==> src/rtl/result_unloader.sv <==
// Streams a row-major result matrix out of the data RAM, one word per READ/WAIT/SEND pass.
// Optional running word checksum on CHECKSUM when RESULT_CHECKSUM_EN is defined.
module result_unloader #(
    parameter int DATA_W = 16,
    parameter int ADDR_W = 16,
    parameter int DIM_W  = 8
) (
    input  logic              MAIN_CLOCK,
    input  logic              RESET_N,
    input  logic              START,
    input  logic [ADDR_W-1:0] RESULT_BASE,
    input  logic [DIM_W-1:0]  ROWS,
    input  logic [DIM_W-1:0]  COLS,
    output logic [ADDR_W-1:0] RAM_ADDR,
    output logic              RAM_RD_EN,
    input  logic [DATA_W-1:0] RAM_DATA,
    output logic [DATA_W-1:0] OUT_DATA,
    output logic              OUT_VALID,
    input  logic              OUT_READY,
    output logic              OUT_LAST,
    output logic [DIM_W-1:0]  OUT_ROW,
    output logic [DIM_W-1:0]  OUT_COL,
    output logic              BUSY,
    output logic              DONE,
    output logic [DATA_W-1:0] CHECKSUM
);

    typedef enum logic [2:0] {
        ST_IDLE,
        ST_READ,
        ST_WAIT,
        ST_SEND,
        ST_FINISH
    } state_t;

    state_t            state_q, state_d;
    logic [ADDR_W-1:0] ptr_q, ptr_d;
    logic [DIM_W-1:0]  row_q, row_d;
    logic [DIM_W-1:0]  col_q, col_d;
    logic [DIM_W-1:0]  rows_q, rows_d;
    logic [DIM_W-1:0]  cols_q, cols_d;
    logic [DATA_W-1:0] data_q, data_d;
    logic              last_q, last_d;

    logic start_accept;
    logic handshake;
    logic col_at_end;
    logic row_at_end;

    assign start_accept = (state_q == ST_IDLE) && START;
    assign handshake    = (state_q == ST_SEND) && OUT_READY;
    assign col_at_end   = (col_q == cols_q - DIM_W'(1));
    assign row_at_end   = (row_q == rows_q - DIM_W'(1));

    always_ff @(posedge MAIN_CLOCK or negedge RESET_N) begin
        if (!RESET_N) begin
            state_q <= ST_IDLE;
            ptr_q   <= '0;
            row_q   <= '0;
            col_q   <= '0;
            rows_q  <= '0;
            cols_q  <= '0;
            data_q  <= '0;
            last_q  <= 1'b0;
        end else begin
            state_q <= state_d;
            ptr_q   <= ptr_d;
            row_q   <= row_d;
            col_q   <= col_d;
            rows_q  <= rows_d;
            cols_q  <= cols_d;
            data_q  <= data_d;
            last_q  <= last_d;
        end
    end

    always_comb begin
        state_d = state_q;
        ptr_d   = ptr_q;
        row_d   = row_q;
        col_d   = col_q;
        rows_d  = rows_q;
        cols_d  = cols_q;
        data_d  = data_q;
        last_d  = last_q;
        case (state_q)
            ST_IDLE: begin
                if (START) begin
                    rows_d = ROWS;
                    cols_d = COLS;
                    ptr_d  = RESULT_BASE;
                    row_d  = '0;
                    col_d  = '0;
                    last_d = 1'b0;
                    // An empty matrix still reports completion, just without any reads.
                    if ((ROWS == '0) || (COLS == '0)) begin
                        state_d = ST_FINISH;
                    end else begin
                        state_d = ST_READ;
                    end
                end
            end
            ST_READ: begin
                state_d = ST_WAIT;
            end
            ST_WAIT: begin
                data_d  = RAM_DATA;
                last_d  = row_at_end && col_at_end;
                state_d = ST_SEND;
            end
            ST_SEND: begin
                if (OUT_READY) begin
                    if (last_q) begin
                        state_d = ST_FINISH;
                    end else begin
                        ptr_d   = ptr_q + ADDR_W'(1);
                        state_d = ST_READ;
                        if (col_at_end) begin
                            col_d = '0;
                            row_d = row_q + DIM_W'(1);
                        end else begin
                            col_d = col_q + DIM_W'(1);
                        end
                    end
                end
            end
            ST_FINISH: begin
                state_d = ST_IDLE;
            end
            default: begin
                state_d = ST_IDLE;
            end
        endcase
    end

`ifdef RESULT_CHECKSUM_EN
    logic [DATA_W-1:0] sum_q, sum_d;

    always_comb begin
        sum_d = sum_q;
        if (start_accept) begin
            sum_d = '0;
        end else if (handshake) begin
            sum_d = sum_q + data_q;
        end
    end

    always_ff @(posedge MAIN_CLOCK or negedge RESET_N) begin
        if (!RESET_N) begin
            sum_q <= '0;
        end else begin
            sum_q <= sum_d;
        end
    end

    assign CHECKSUM = sum_q;
`else
    assign CHECKSUM = '0;
`endif

    assign RAM_ADDR  = ptr_q;
    assign RAM_RD_EN = (state_q == ST_READ);
    assign OUT_DATA  = data_q;
    assign OUT_VALID = (state_q == ST_SEND);
    assign OUT_LAST  = (state_q == ST_SEND) && last_q;
    assign OUT_ROW   = row_q;
    assign OUT_COL   = col_q;
    assign BUSY      = (state_q != ST_IDLE);
    assign DONE      = (state_q == ST_FINISH);

endmodule
==> config.mk <==
export PLATFORM = sky130hd
export DESIGN_NAME = result_unloader
export DESIGN_NICKNAME = d
export VERILOG_FILES = /design/src/rtl/result_unloader.sv
export SDC_FILE = /design/constraint.sdc
export NUM_CORES = 1
export LEC_CHECK = 0
export ABC_AREA = 1
export BUFFER_PORTS_ARGS = -buffer_cell sky130_fd_sc_hd__buf_2
export CORE_MARGIN = 3
export CORE_UTILIZATION = 58
export CTS_BUF_LIST = sky130_fd_sc_hd__clkbuf_8
export CTS_CLUSTER_DIAMETER = 50
export DETAILED_ROUTE_END_ITERATION = 16
export PLACE_DENSITY_LB_ADDON = 0.2
export SKIP_CTS_REPAIR_TIMING = 1
export SLEW_MARGIN = 20
export SYNTH_ARGS = -nofsm -noshare
export SYNTH_HDL_FRONTEND = slang
export SYNTH_SLANG_ARGS = --single-unit
==> constraint.sdc <==
create_clock -name MAIN_CLOCK -period 5.21 [get_ports MAIN_CLOCK]
set_input_delay 0.7815 -clock MAIN_CLOCK [delete_from_list [all_inputs] [get_ports MAIN_CLOCK]]
set_output_delay 0.7815 -clock MAIN_CLOCK [all_outputs]
set_load 0.01 [all_outputs]
==> impl_metrics.json, run 1 <==
{
  "status": "finished, final reports clean",
  "min_path_type": "reg2reg",
  "drc": 0,
  "synth.distinct_cells": 40,
  "grt_max_degree": 69,
  "nNetsFinal": 682,
  "grt_remaining_overflow": 0,
  "rsz0062_at_grt": "no",
  "synth.avg_cell_area_um2": 7.93,
  "routed_wirelength_um": 9790,
  "fmax_mhz": 369,
  "grt_pass1_vias": 3620,
  "num_vias": 3814,
  "rows": 30,
  "setup_violations": 0,
  "drive_gt1_frac": 0.246,
  "path_max_fanout": 26,
  "die_w_um": 90.3,
  "insertion_delay_ps": 350,
  "async_flop_share": 1.00,
  "start_util": 0.603,
  "synth_area_leaders": "dfrtp_1 (41%), nand2_1 (12%), nand3_1 (5.6%)",
  "hold_violations": 0,
  "synth_top_area_share": 0.413,
  "fp.dieH_um": 90.3,
  "fillers": 567,
  "vias_per_cell": 5.25,
  "wl_per_cell_um": 13.5,
  "multi_input_area_um2": 2090,
  "synth_xor_area_frac": 0.0756,
  "io_buffers": 104,
  "power_mw": 2.73,
  "max_cap_viol_count": 0,
  "final.setup_skew_ps": 10.8,
  "antenna_found_initial": 0,
  "n_antenna_cell": 0,
  "dp_hpwl_um": 7190,
  "synth_mux_area_frac": 0.0437,
  "min_period_ps": 2710,
  "r2r_slack_ps": 2500,
  "cts_buffers": 9,
  "clock_path_buffers": 2,
  "syn_inst": 520,
  "first_pass_iters": 5,
  "vdd_ir_drop_max_mv": 0.398,
  "leakagePower_nw": 2.52,
  "path_class": "reg2reg",
  "cts_root_buf": "clkbuf_8",
  "setup_tns_ps": 0,
  "h-tree-depth": 3,
  "synth_compound_area_frac": 0.0638,
  "synth_warnings": 0,
  "relSlewSlack": 0.292,
  "seq_area_frac_synth": 0.413,
  "fin_crit_sh": 0.520,
  "netlist_area_um2": 4120,
  "yosysMostFrequentCell": "nand2_1",
  "cts_tree": "yes",
  "grtUsageTotal": 0.244,
  "gp_congestion": 0.916,
  "crit_path_end_kind": "register",
  "ys.flop_type": "dfrtp_1",
  "worst_setup_path_start_kind": "register",
  "ys_ff_latch": 68,
  "synth_edf_count": 0,
  "clkTransAtPathRegs_ps": 80,
  "crit_arrival_ps": 2940,
  "synth-simple-area-share": 0.295,
  "synth_top_family_by_area": "simple AND/OR/NAND/NOR gates",
  "slew_violations": 0,
  "drtAntennaViolNets": 0,
  "syn_to_final_growth_pct": 17.6,
  "crit_required_ps": 5440,
  "synth_fa_ha_area_frac": 0.0152,
  "power_density_nw_per_um2": 563,
  "ios": 121,
  "core-area_um2": 6830,
  "synth_largest_area_cell": "dfrtp_1",
  "grt_pass1_wl_um": 16300,
  "netlist_top_cells_count": "nand2_1 (134), dfrtp_1 (68), nor2_1 (52)",
  "regArea_um2": 1700,
  "cts.sink_count": 68,
  "die_area_um2": 8150,
  "tightest_slew_ps": 1060,
  "first_iter_violations": 144
}
[routing by layer]
metal | GRT usage | vias to the layer above | wire, um
met5 | 0 | - | 0
met4 | 0.0612 | 0 | 79
met3 | 0.0592 | 9 | 673
met2 | 0.432 | 157 | 4900
met1 | 0.300 | 1790 | 4140
li1 | - | 1858 | -
[power breakdown]
| part | internal [mW] | switching (mW) |
|---|---|---|
| Sequential | 0.736 | 0.200 |
| Clock | 0.223 | 0.219 |
| Combinational | 0.534 | 0.815 |
[metrics by stage]
step | instance area, um^2 | cells | setup slack, ps | util | hold slack [ps]
2_1_floorplan | 4180 | 535 | 3410 | - | 462
3_3_place_gp | 4650 | 710 | 2550 | 0.680 | 478
3_5_place_dp | 4650 | 710 | 2460 | 0.680 | 484
4_1_cts | 4850 | 726 | 2520 | 0.710 | 503
5_1_grt | 4850 | 726 | 2350 | 0.710 | 519
6_report | 4850 | 726 | 2500 | 0.710 | 505
[logic make-up (layout without fill, tap and decap cells)]
family,after synthesis,count (layout)
AND/OR/NAND/NOR,273,273
flip-flops,68,68
XOR/XNOR,34,34
multiplexers,16,16
buffers and inverters,78,173
adder cells (fa/ha/maj),5,5
other,1,16
AO/OA/AOI/OAI,45,45
[cell type report]
| cell class | count | share of cell area |
|---|---|---|
| multi-input cells | 389 | 0.432 |
| flip-flops and latches | 68 | 0.351 |
| clock inverters | 7 | 0.0157 |
| clock buffers | 9 | 0.0256 |
| inverters | 50 | 0.0387 |
| repair buffers | 107 | 0.112 |
| well taps | 96 | 0.0248 |
[cell usage in the layout, fill, tap and decap left out, types with 4 or more instances in the layout]
cell      count
xnor2_1      13
nand2_1     134
buf_2       104
nor4_1        4
o221ai_1      4
nor2_1       52
inv_1        48
mux2_2       16
dfrtp_1      68
nand4_1       4
clkbuf_8      9
ha_1          5
conb_1       16
o22ai_1       4
a21oi_1       5
o21ai_0      20
nor3_1       14
nand3_1      46
xor2_1       20
o211ai_1      4
o21ai_1       4
[state kept, by name (all words and copies together) (netlist names)]
| name | count |
|---|---|
| OUT_DATA | 16 |
| RAM_ADDR | 16 |
| OUT_COL | 8 |
| OUT_ROW | 8 |
| cols_q | 8 |
| rows_q | 8 |
| state_q | 3 |
| last_q | 1 |
[critical path, cell delays in order, from the launching register on]
cell     delay (ps)
dfrtp_1         460
nand2_2         140
nor2_8          270
o21ai_1         140
nor2_2          810
buf_4           350
nand4_4         200
nand2_4         150
nor2_1           60
[path summary, 6_finish.rpt]
| kind | start | to | cells past startpoint |
|---|---|---|---|
| worst max-delay path | state_q[1] | OUT_COL[4] | 8 |
| max in group asynchronous | RESET_N | OUT_DATA[1] | 2 |
| worst max register to register | state_q[1] | OUT_COL[4] | 8 |
| worst min-delay path | rows_q[7] | rows_q[7] | 2 |
| worst min register to register | rows_q[7] | rows_q[7] | 2 |
| min in group asynchronous | RESET_N | cols_q[4] | 2 |
No activity file was read; power rests on OpenSTA's default activity.
==> run 2, diff against run 1 <==
Settings changed: CORE_UTILIZATION 58 to 49.
Clock period 5.21 ns to 2.45 ns, I/O delays scaled along.
==> run 2 against run 1 <==
Net effect:
- the flow now finishes with violations (hold timing)
- non-clock buffer count rose by 2
- combinational power is 120% higher
- sequential cell count is the same
- cell count rose by 1.1%
- final area increased by 2.1%
- hold slack worse by 540 ps
==> impl_metrics.json, run 2 (same netlist as run 1, synthesis figures left out) <==
{
  "slowest_stage": "dfrtp_1",
  "cts.sink_count": 68,
  "syn_to_final_growth_pct": 20.1,
  "fillers": 733,
  "crit_chain": "inv_1 -> ha_1 -> nand2_1 -> inv_1 -> nor2_1 -> nand2_1 -> nor2_1 -> nand2_1 -> nor2_1 -> nand4_4 -> nand2_4 -> nor2_1",
  "crit_required_ps": 2690,
  "final_cell_count_no_fill": 734,
  "worst_setup_path_start_kind": "register",
  "vias_per_cell": 5.11,
  "final_common_cell": "nand2_1",
  "tightest_slew_ps": 720,
  "clkPwrFrac": 0.204,
  "nNetsFinal": 684,
  "fp.dieH_um": 97.7,
  "grtUsageTotal": 0.219,
  "p_sw_frac": 0.430,
  "grt_max_degree": 39,
  "drc": 0,
  "cp_slowest_stage_delay_ps": 380,
  "crit_path_end_kind": "register",
  "path_max_fanout": 9,
  "setup_tns_ps": 0,
  "rows": 32,
  "vdd_ir_drop_max_mv": 0.712,
  "min_path_type": "in2async",
  "multi_input_area_um2": 2090,
  "ios": 121,
  "cts_tree": "yes",
  "insertion_delay_ps": 350,
  "drive_gt1_frac": 0.248,
  "cp_num_buf_inv": 2,
  "leakagePower_nw": 2.57,
  "num_vias": 3753,
  "internal_power_mw": 3.53,
  "critPathMostFrequentCell": "nor2_1",
  "routed_wirelength_um": 10100,
  "n_antenna_cell": 0,
  "max_cap_viol_count": 0,
  "final_cell_mix": "nand2_1 (134), buf_2 (104), dfrtp_1 (68)",
  "min_period_ps": 1920,
  "final.setup_skew_ps": 7.41,
  "clkTransAtPathRegs_ps": 80,
  "h-tree-depth": 3,
  "rsz0062_at_grt": "no",
  "grt_pass1_vias": 3747,
  "die_w_um": 97.7,
  "antenna_found_initial": 0,
  "hold_ws_ps": -30.7,
  "regArea_um2": 1700,
  "gp_congestion": 0.837,
  "grt_pass1_wl_um": 17300,
  "wl_per_cell_um": 13.8,
  "power_density_nw_per_um2": 1250,
  "setup_violations": 0,
  "cp_top_family": "simple AND/OR/NAND/NOR gates",
  "failed_checks": "hold timing",
  "power_mw": 6.19,
  "start_util": 0.520,
  "final_cell_area_um2": 4950,
  "clock_path_buffers": 2,
  "first_iter_violations": 164,
  "dp.cells": 718,
  "fin_crit_sh": 0.784,
  "cts_root_buf": "clkbuf_8",
  "core-area_um2": 7930,
  "drtAntennaViolNets": 0,
  "first_pass_iters": 4,
  "relSlewSlack": 0.520,
  "slew_violations": 0,
  "hold_violations": 21,
  "dp_hpwl_um": 7480,
  "die_area_um2": 9550,
  "power_frac_comb": 0.477,
  "p_switching_mw": 2.66,
  "seq_power_share": 0.319,
  "placed_cell_area_um2": 4680,
  "crit_arrival_ps": 2160,
  "grt_remaining_overflow": 0,
  "cts_buffers": 9,
  "io_buffers": 104,
  "path_class": "reg2reg",
  "status": "finished with violations",
  "fmax_mhz": 521
}
## run 2: changes by cell type in the layout (fill, tap and decap cells not counted), sizes merged
cell / previous run / this run
clkinvlp: 2 / 1
buf: 107 / 109
bufinv: 1 / 4
clkinv: 3 / 0
inv: 51 / 52
## run 2: metal layers
| layer | routed length [um] | vias to the layer above | global-route usage |
|---|---|---|---|
| met4 | 159 | 0 | 0.0714 |
| li1 | - | 1868 | - |
| met3 | 622 | 18 | 0.0488 |
| met2 | 4840 | 120 | 0.364 |
| met5 | 0 | - | 0 |
| met1 | 4490 | 1747 | 0.284 |
## run 2: layout make-up
type / count / area share
Clock inverter: 7 / 0.0293
Inverter: 50 / 0.0379
Timing Repair Buffer: 109 / 0.115
Tap cell: 102 / 0.0258
Sequential cell: 68 / 0.344
Multi-Input combinational cell: 389 / 0.423
Clock buffer: 9 / 0.0250
## run 2: worst register-to-register path: stages (launching register included)
cell and delay, ps:
dfrtp_1 380, inv_1 150, ha_1 270, nand2_1 60, inv_1 40, nor2_1 80, nand2_1 70, nor2_1 100
nand2_1 60, nor2_1 190, nand4_4 200, nand2_4 150, nor2_1 70
## run 2: final timing paths
check / startpoint / endpoint / slack, ps / depth (start not counted)
hold reg to reg: OUT_DATA[13] / OUT_DATA[13] / 510 / 1
hold / removal: RESET_N / OUT_DATA[8] / -30 / 1
max in group asynchronous: RESET_N / cols_q[3] / 1750 / 2
setup reg to reg: cols_q[0] / OUT_COL[5] / 530 / 12
min in group MAIN_CLOCK: RESULT_BASE[6] / RAM_ADDR[6] / 230 / 3
setup / recovery: cols_q[0] / OUT_COL[5] / 530 / 12
## run 2: power by group through the flow
stage / logic [mW] / registers (mW) / clock network [mW]
after floorplan: 2.07 / 2.06 / 0
after global placement: 2.88 / 1.98 / 0
after detailed placement: 2.96 / 1.98 / 0
after CTS: 2.98 / 1.97 / 1.28
after global routing: 3.33 / 2.05 / 1.34
final: 2.96 / 1.98 / 1.26
## run 2: metrics by stage
stage,setup WS [ps],utilization
floorplan,731,-
global placement,598,0.591
detailed placement,546,0.591
CTS,502,0.625
global route,257,0.625
finish,529,0.625
==> run 3, diff against run 2 <==
Settings changed: ABC_AREA 1 to 0, CORE_UTILIZATION 49 to 48.
Clock period 2.45 ns to 1.75 ns, I/O delays scaled along.
==> run 3 against run 2 <==
Net effect:
- the run ends with setup timing left
- critical path depth decreased by 6
- via count increased by 1.7%
- clock power increased by 29%
- routed wire length increased by 14%
- sequential share of layout area decreased by 4.8 points
- die area decreased by 3.2%
- cell count decreased by 4.8%
- maximum frequency decreased by 17%
- register-to-register slack got worse by 1100 ps
- final area increased by 16%
- non-clock buffer count increased by 81
- critical endpoint is now OUT_ROW[2]
==> impl_metrics.json, run 3 <==
{
  "status": "finished with violations",
  "failed_checks": "setup timing",
  "synth_top_area_share": 0.436,
  "num_vias": 3816,
  "final_common_cell": "buf_2",
  "crit_path_end_kind": "register",
  "hold_ws_ps": 143,
  "min_delay_worst_endpoint": "OUT_DATA[14]",
  "h-tree-depth": 3,
  "layout_setup_ws_ps": -567,
  "seq_power_share": 0.265,
  "r2r_slack_ps": -570,
  "cp_num_buf_inv": 0,
  "hold_violations": 0,
  "internal_power_mw": 6.25,
  "final_cell_count_no_fill": 699,
  "grt_pass1_wl_um": 16500,
  "routed_wirelength_um": 11500,
  "drtAntennaViolNets": 0,
  "ys.flop_type": "dfrtp_1",
  "p_switching_mw": 4.07,
  "io_buffers": 104,
  "drive_gt1_frac": 0.472,
  "crit_arrival_ps": 2590,
  "insertion_delay_ps": 350,
  "seq_area_frac_synth": 0.436,
  "first_iter_violations": 171,
  "die_area_um2": 9240,
  "first_pass_iters": 4,
  "n_antenna_cell": 0,
  "cp_slowest_stage_delay_ps": 590,
  "grt_pass1_vias": 3528,
  "fin_crit_sh": 1.32,
  "cts_buffers": 9,
  "vias_per_cell": 5.46,
  "synth_edf_count": 0,
  "holdCritStartpoint": "RAM_DATA[14]",
  "path_max_fanout": 6,
  "path_class": "reg2reg",
  "setup_violations": 39,
  "ys_ff_latch": 68,
  "syn_to_final_growth_pct": 47.4,
  "antenna_found_initial": 0,
  "crit_chain": "or4_4 -> nor2_4 -> and4b_1 -> and3b_2 -> or4_1 -> a21oi_2",
  "p_sw_frac": 0.394,
  "netlist_top_cells_count": "dfrtp_1 (68), nand2_1 (39), a21oi_1 (36)",
  "wl_per_cell_um": 16.5,
  "min_period_ps": 2320,
  "max_cap_viol_count": 0,
  "clkPwrFrac": 0.157,
  "clkTransAtPathRegs_ps": 80,
  "reg2reg_to": "OUT_ROW[2]",
  "synth_largest_area_cell": "dfrtp_1",
  "grtUsageTotal": 0.228,
  "dp_hpwl_um": 7510,
  "cts_tree": "yes",
  "async_flop_share": 1.00,
  "vdd_ir_drop_max_mv": 1.12,
  "worst-r2r-cell-count": 6,
  "cp_top_family": "simple AND/OR/NAND/NOR gates",
  "synth_warnings": 0,
  "syn_inst": 412,
  "clock_path_buffers": 2,
  "synth.distinct_cells": 55,
  "cts_root_buf": "clkbuf_8",
  "dp.cells": 658,
  "nNetsFinal": 649,
  "gp_congestion": 0.874,
  "final.setup_skew_ps": 7.74,
  "crit_required_ps": 2030,
  "final_cell_mix": "buf_2 (103), dfrtp_1 (67), buf_4 (62)",
  "hold_path_depth": 2,
  "rsz0062_at_grt": "yes",
  "fmax_mhz": 432,
  "grt_remaining_overflow": 0,
  "slew_violations": 0,
  "post-route-util": 0.736,
  "ios": 121,
  "min_path_type": "in2reg",
  "die_w_um": 96.1,
  "grt_max_degree": 69,
  "core-area_um2": 7810,
  "cts.sink_count": 68,
  "power_frac_comb": 0.578,
  "power_density_nw_per_um2": 1800,
  "drc": 0,
  "rows": 32,
  "synth_area_leaders": "dfrtp_1 (44%), mux2_2 (6.9%), a21oi_1 (4.6%)",
  "leakagePower_nw": 2.67,
  "yosysMostFrequentCell": "dfrtp_1",
  "fp.dieH_um": 96.1,
  "synth.avg_cell_area_um2": 9.47,
  "r2r-start": "cols_q[1]",
  "worst_setup_path_start_kind": "register",
  "netlist_area_um2": 3900,
  "start_util": 0.500,
  "slowest_stage": "or4_4"
}
==> run 3: cell count changes after synthesis, moves of 7 or more <==
cell	delta
mux2_2	+8
clkbuf_1	+11
nor2_1	-25
inv_1	-40
nand3_1	-32
a21oi_1	+31
nand2b_1	+7
o31ai_1	+8
xor2_1	-10
nand2_1	-95
==> run 3: metal layers <==
metal  part of all wire  routed length, um  global-route usage
met5                  0                  0                   0
met3              0.059                686              0.0414
met2               0.52               5950               0.381
met4              0.018                210              0.0936
met1               0.41               4700               0.291
==> run 3: cells by family after synthesis <==
| kind of cell | share of synthesized area |
|---|---|
| AND/OR/NAND/NOR | 0.213 |
| buffers and inverters | 0.0632 |
| adder cells (fa/ha/maj) | 0.0160 |
| AO/OA/AOI/OAI | 0.133 |
| other | 0.000962 |
| multiplexers | 0.0885 |
| flip-flops | 0.436 |
| XOR/XNOR | 0.0494 |
==> run 3: how the worst max path moves through the flow <==
stage,startpoint,to,slack (ps),depth (start not counted)
after detailed placement,cols_q[1],OUT_ROW[4],-520,8
after global placement,cols_q[1],OUT_ROW[5],-450,6
after CTS,cols_q[1],OUT_ROW[5],-580,6
final,cols_q[1],OUT_ROW[2],-570,6
after global routing,cols_q[0],OUT_ROW[6],-690,9
after floorplan,cols_q[0],OUT_ROW[7],-450,9
==> run 3: per-stage QoR <==
| step | instance area (um^2) | worst slack (ps) | TNS, ps | power (mW) |
|---|---|---|---|---|
| global placement | 4930 | -449 | -7950 | 7.23 |
| global route | 5750 | -686 | -14560 | 11.0 |
| finish | 5750 | -567 | -11050 | 10.3 |
| floorplan | 4020 | -451 | -5460 | 5.56 |
| detailed placement | 4930 | -521 | -9860 | 7.37 |
| CTS | 5180 | -577 | -11840 | 9.02 |
==> run 3: cell type report <==
type                       instances  area (um^2)
clock buffer                      10          138
clock inverter                     6          111
fill                             559         2060
inverter                           8         33.8
multi-input combinational        315         2280
sequential                        68         1700
tap                              102          128
timing repair buffer             190         1360
==> run 3: worst reg2reg max path, stage by stage, from the launching register on <==
cell	delay, ps
dfrtp_1	420
or4_4	590
nor2_4	110
and4b_1	220
and3b_2	260
or4_1	510
a21oi_2	140
==> run 3: power by group through the flow <==
| stage | Sequential (mW) | Clock, mW | Combinational [mW] |
|---|---|---|---|
| 2_1_floorplan | 2.97 | 0 | 2.58 |
| 3_3_place_gp | 2.69 | 0 | 4.53 |
| 3_5_place_dp | 2.73 | 0 | 4.64 |
| 4_1_cts | 2.71 | 1.63 | 4.68 |
| 5_1_grt | 2.84 | 1.71 | 6.43 |
| 6_report | 2.74 | 1.62 | 5.96 |
